==> config.mk <==
export PLATFORM = sky130hd
export DESIGN_NAME = fetch_sequencer
export DESIGN_NICKNAME = d
export VERILOG_FILES = /design/src/rtl/fetch_sequencer.sv
export SDC_FILE = /design/constraint.sdc
export NUM_CORES = 1
export LEC_CHECK = 0
export CORE_MARGIN = 1.5
export CORE_UTILIZATION = 45
export CTS_CLUSTER_SIZE = 30
export DETAILED_ROUTE_END_ITERATION = 10
export PLACE_DENSITY = 0.76
export SYNTH_ARGS = -nofsm -noshare
export SYNTH_HDL_FRONTEND = slang
export SYNTH_SLANG_ARGS = --single-unit
export TNS_END_PERCENT = 1
==> constraint.sdc <==
create_clock -name Clk -period 3.75 [get_ports Clk]
set_clock_uncertainty 0.15 [all_clocks]
set_input_delay 0.75 -clock Clk [delete_from_list [all_inputs] [get_ports Clk]]
set_output_delay 0.75 -clock Clk [all_outputs]
set_load 0.005 [all_outputs]
==> src/rtl/fetch_sequencer.sv <==
// Program-counter sequencer: start/run/halt control with relative branches,
// absolute jumps, stall hold and a saturating retired-instruction counter.
module fetch_sequencer #(
  parameter int PC_W  = 10,
  parameter int OFF_W = 8,
  parameter int CNT_W = 16
) (
  input  logic             Clk,
  input  logic             Reset,
  input  logic             start,
  input  logic             Zero,
  input  logic             Done,
  input  logic             Stall,
  input  logic             BranchEn,
  input  logic             JumpEn,
  input  logic [OFF_W-1:0] Offset,
  input  logic [PC_W-1:0]  Target,
  output logic [PC_W-1:0]  PC,
  output logic             FetchEn,
  output logic             Running,
  output logic             HaltPulse,
  output logic [CNT_W-1:0] InstrCount
);

  // state  | meaning
  // IDLE   | after reset, PC parked at 0, waiting for start
  // RUN    | issuing instructions, PC advancing
  // HALTED | Done seen, PC and count frozen until start
  typedef enum logic [1:0] {IDLE, RUN, HALTED} state_t;

  state_t                  state;
  logic signed [OFF_W-1:0] offset_s;
  logic [PC_W-1:0]         offset_ext;
  logic [PC_W-1:0]         pc_next;

  // Sized cast of a signed operand sign-extends (or truncates) to PC_W.
  assign offset_s   = Offset;
  assign offset_ext = PC_W'(offset_s);

  always_comb begin
    pc_next = PC + PC_W'(1);
    if (JumpEn)
      pc_next = Target;
    else if (BranchEn && Zero)
      pc_next = PC + offset_ext;
  end

  assign FetchEn = Running & ~Stall;

  always_ff @(posedge Clk or negedge Reset) begin
    if (!Reset) begin
      state      <= IDLE;
      PC         <= '0;
      InstrCount <= '0;
      Running    <= 1'b0;
      HaltPulse  <= 1'b0;
    end else begin
      HaltPulse <= 1'b0;
      // start wins in every state, including a restart mid-RUN.
      if (start) begin
        state      <= RUN;
        PC         <= '0;
        InstrCount <= '0;
        Running    <= 1'b1;
      end else begin
        case (state)
          IDLE: begin
            PC      <= '0;
            Running <= 1'b0;
          end
          RUN: begin
            if (Done) begin
              state     <= HALTED;
              Running   <= 1'b0;
              HaltPulse <= 1'b1;
            end else if (!Stall) begin
              PC <= pc_next;
              if (InstrCount != '1)
                InstrCount <= InstrCount + CNT_W'(1);
            end
          end
          HALTED: begin
            Running <= 1'b0;
          end
          default: begin
            state   <= IDLE;
            PC      <= '0;
            Running <= 1'b0;
          end
        endcase
      end
    end
  end

endmodule

==> impl_results.rst <==
.. list-table::
   :header-rows: 1

   * - Metric
     - Value
   * - Number of antenna violations at the first check in global routing
     - 0
   * - Dominant cells by area after synthesis
     - dfrtp_1 (38%), ha_1 (6.4%), xor2_1 (5.8%)
   * - Pre-CTS setup slack
     - 0.4749 ns
   * - Critical-path cell list
     - clkdlybuf4s50_1, nand3b_1, ha_1, fa_1, a211oi_1, o21ai_0, a21oi_1, xor2_1, o21ai_0
   * - Post-Syn Area
     - approximately 2000 um^2
   * - Proportion of power drawn by flip-flops and latches
     - 46.9%
   * - Count of routing violations after the opening detailed-route iteration
     - 96
   * - Final GP Congestion
     - just over 0.9
   * - Data required, critical path
     - 3.76 ns
   * - Portion of total power attributed to combinational logic
     - 14.7%
   * - Register-to-register setup slack
     - between 1 and 1.5 ns
   * - Cell repeated most along the worst path
     - o21ai_0
   * - Leading cell type by number of instances after synthesis
     - dfrtp_1
   * - Proportion of register bits with asynchronous set or reset after synthesis
     - 100.0%
   * - Hold Crit Start
     - Running
   * - Clock-pin transition on the worst setup and hold timing paths
     - ~0.070 ns
   * - Skew-Pair Late Insertion Delay
     - about 0.28 ns
   * - Clock root buffer
     - clkbuf_8
   * - TritonCTS buffer count
     - 5
   * - Total overflow reported by the global router
     - 0
   * - HPWL after detailed placement
     - 3.449 mm
   * - Max stage delay on crit path
     - between 0.5 and 0.6 ns
   * - Maximum root-to-sink buffer count
     - 2
   * - Final critical-path share of the clock period
     - 80.16%
   * - Via count
     - 1822
   * - P_sw
     - 0.0001841 W
   * - Synth unique cells
     - 38
   * - Slew Viols, Final
     - 0
   * - Routed wire length
     - 4.745 mm
   * - Via count of the first global-routing pass
     - ~1700
   * - Number of H-tree levels
     - 2
   * - Number of flops mapped to enable cells by yosys
     - 0
   * - Proportion of netlist area held by the largest area contributor
     - between 30% and 40%
   * - Setup violation total in the final timing report
     - 0
   * - Endpoint of the worst hold path
     - Running
   * - Peak Freq
     - 332.7 MHz
   * - Worst R2R Path Depth
     - 7
   * - Die outline width
     - slightly below 70 um
   * - Average cell area after synthesis
     - ~9.3 um^2
   * - Final Hold Viols
     - 0
   * - Worst slew margin relative to its limit
     - 70.89%
   * - Core region area
     - 4086 um^2
   * - Synth top cells by count
     - dfrtp_1 (30), nor2_1 (20), and3_1 (15), o21ai_0 (15)
   * - Area growth syn-to-layout
     - 35.89%
   * - Kind of start point of the critical path
     - primary input
   * - Post-CTS Setup Bufs
     - 0
   * - Drt wl/cell
     - 14.83 um
   * - Die Span Y
     - 68.92 um
   * - Number of iterations in the first detailed-routing pass
     - 4
   * - Number of antenna cells inserted
     - 0
   * - Tightest Hold Check Type
     - reg -> reg
   * - Sink count of the clock tree
     - 30
   * - Global router's overall resource usage
     - a little over a fifth
   * - Dominant register cell in the synthesized netlist
     - dfrtp_1
   * - Slowest-stage cell, CP
     - clkdlybuf4s50_1
   * - Internal portion of total power
     - 0.0005350 W
   * - Cell Rows
     - 23
   * - Cts repair resizes
     - 0
   * - Setup TNS
     - 0 ns
   * - Fraction of layout cells with a size suffix above 1
     - 4.444%
   * - ANT nets after route
     - 0
   * - Most area-hungry cell type in the Yosys netlist
     - dfrtp_1
   * - Type of the setup path with the least slack
     - in -> reg
   * - Minimum period implied by the final worst setup slack
     - 3.006 ns
   * - Minimum setup slack in the final design
     - 0.7439 ns
   * - Share of total power in the clock network
     - roughly two fifths
   * - Die area
     - between 4000 and 5000 um^2
   * - Wire length of the first global-routing pass
     - ~7.6 mm
   * - Count of yosys warnings during synthesis
     - 0
   * - Share of total power consumed by net switching
     - 25.60%
   * - Synthesized flop and latch total
     - 30
   * - Number of cells on the worst hold path
     - 1
   * - Post-Route Utilization
     - between 60% and 70%
   * - DRC violation count after routing
     - 0
   * - Largest fanout on the critical path
     - 8
   * - Type of element capturing the critical path
     - flip-flop
   * - Worst r2r src
     - PC[0]
   * - Hold buffers post-CTS
     - 0
   * - I/O pin cnt
     - 55
   * - Gate Count Post-Synth
     - 210
   * - Synthesized Nets
     - between 200 and 250
   * - Sequential element share of the synthesized area
     - 38.39%
   * - Critical path arrival
     - 3.02 ns
   * - Setup repair after global routing missed its margin
     - no
   * - Outcome
     - complete, no violations
   * - Post-layout nets
     - 306
   * - Static leakage power
     - 1.171 nW
   * - Port Buffers
     - between 50 and 60
   * - Initial core utilization
     - 47.86%
   * - Destination of the worst register-to-register timing path
     - PC[8]
   * - Clock tree from TritonCTS
     - built
   * - Maximum number of pins on one net before global-route repair
     - 31
   * - Peak supply drop
     - 0.2189 mV
   * - Number of vias per cell after detailed routing
     - 5.694
   * - # Max-Cap Violations
     - 0
   * - Power per cell area
     - 270.6 nW/um^2
   * - Slew @ Worst Pin
     - between 0.4 and 0.5 ns
[worst max-delay path by stage]
stage / startpoint / end / slack, ns / cells after the start
finish: Zero / PC[8] / 0.74 / 9
detailed placement: BranchEn / PC[8] / 0.47 / 9
global placement: BranchEn / PC[8] / 0.50 / 9
floorplan: Offset[0] / PC[8] / 1.17 / 8
global route: Zero / PC[8] / 0.53 / 9
CTS: BranchEn / PC[8] / 0.77 / 9
[per-stage QoR]
step           hold WS (ns)  std cells  total power [W]  cell area (um^2)
3_5_place_dp         0.3350        312        0.0004498              2566
6_report             0.3467        320        0.0007192              2658
2_1_floorplan        0.3044        210        0.0003879              1956
3_3_place_gp         0.3341        312        0.0004496              2566
5_1_grt              0.3684        320        0.0007523              2658
4_1_cts              0.3496        320        0.0007286              2658
[critical path: cells and delay by family]
family / cells / cell delay (ns)
AO/OA/AOI/OAI: 4 / 0.79
XOR/XNOR: 1 / 0.16
adder cells (fa/ha/maj): 2 / 0.64
buffers and inverters: 1 / 0.57
AND/OR/NAND/NOR: 1 / 0.11
[metal layers]
| metal | routed length, um | GRT usage [%] |
|---|---|---|
| met2 | 2185 | 36.18 |
| met5 | 0 | 0 |
| met3 | 286 | 4.870 |
| met4 | 51 | 6.618 |
| met1 | 2222 | 27.09 |
[cells in the final DEF, fill, tap and decap left out, types with 4 or more instances in the layout]
| cell | count |
|---|---|
| clkdlybuf4s50_1 | 54 |
| o21ai_0 | 15 |
| and4_1 | 4 |
| o211ai_1 | 5 |
| xnor2_1 | 4 |
| a32oi_1 | 5 |
| a21oi_1 | 10 |
| nand4_1 | 4 |
| nand3_1 | 6 |
| or3_1 | 4 |
| nand2_1 | 13 |
| buf_4 | 4 |
| clkbuf_8 | 6 |
| nor3_1 | 5 |
| dfrtp_1 | 30 |
| mux2i_1 | 5 |
| nor2_1 | 20 |
| xor2_1 | 13 |
| o2111ai_1 | 4 |
| ha_1 | 10 |
| and3_1 | 15 |
[power by group through the flow]
stage,Sequential [W],Combinational (W),Clock (W)
finish,0.000337,0.000106,0.000276
global placement,0.000343,0.000106,0
global route,0.000338,0.000117,0.000297
detailed placement,0.000343,0.000106,0
floorplan,0.000343,0.0000448,0
CTS,0.000337,0.000107,0.000284
[cell families after synthesis]
family / Yosys count / synth area share, %
buffers and inverters: 7 / 1.343
and+or+nand+nor: 86 / 24.18
DFF: 30 / 38.39
xor gates and xnor gates: 17 / 7.613
adders and majority gates: 11 / 7.422
AOI/OAI and AO/OA: 54 / 18.49
muxes: 5 / 2.559
[sequential cells by signal (all words and copies together) (netlist names)]
signal	flops
InstrCount	16
PC	10
state	2
HaltPulse	1
Running	1
[final cells by class]
cell class	count	area (um^2)
repair buffers	58	570.5
inverters	1	3.754
well taps	50	62.56
clock buffers	7	86.33
flip-flops and latches	30	750.7
fillers	358	1429
multi-input cells	173	1179
clock inverters	1	5.005
Note: power is estimated with default switching activity, not from simulation.
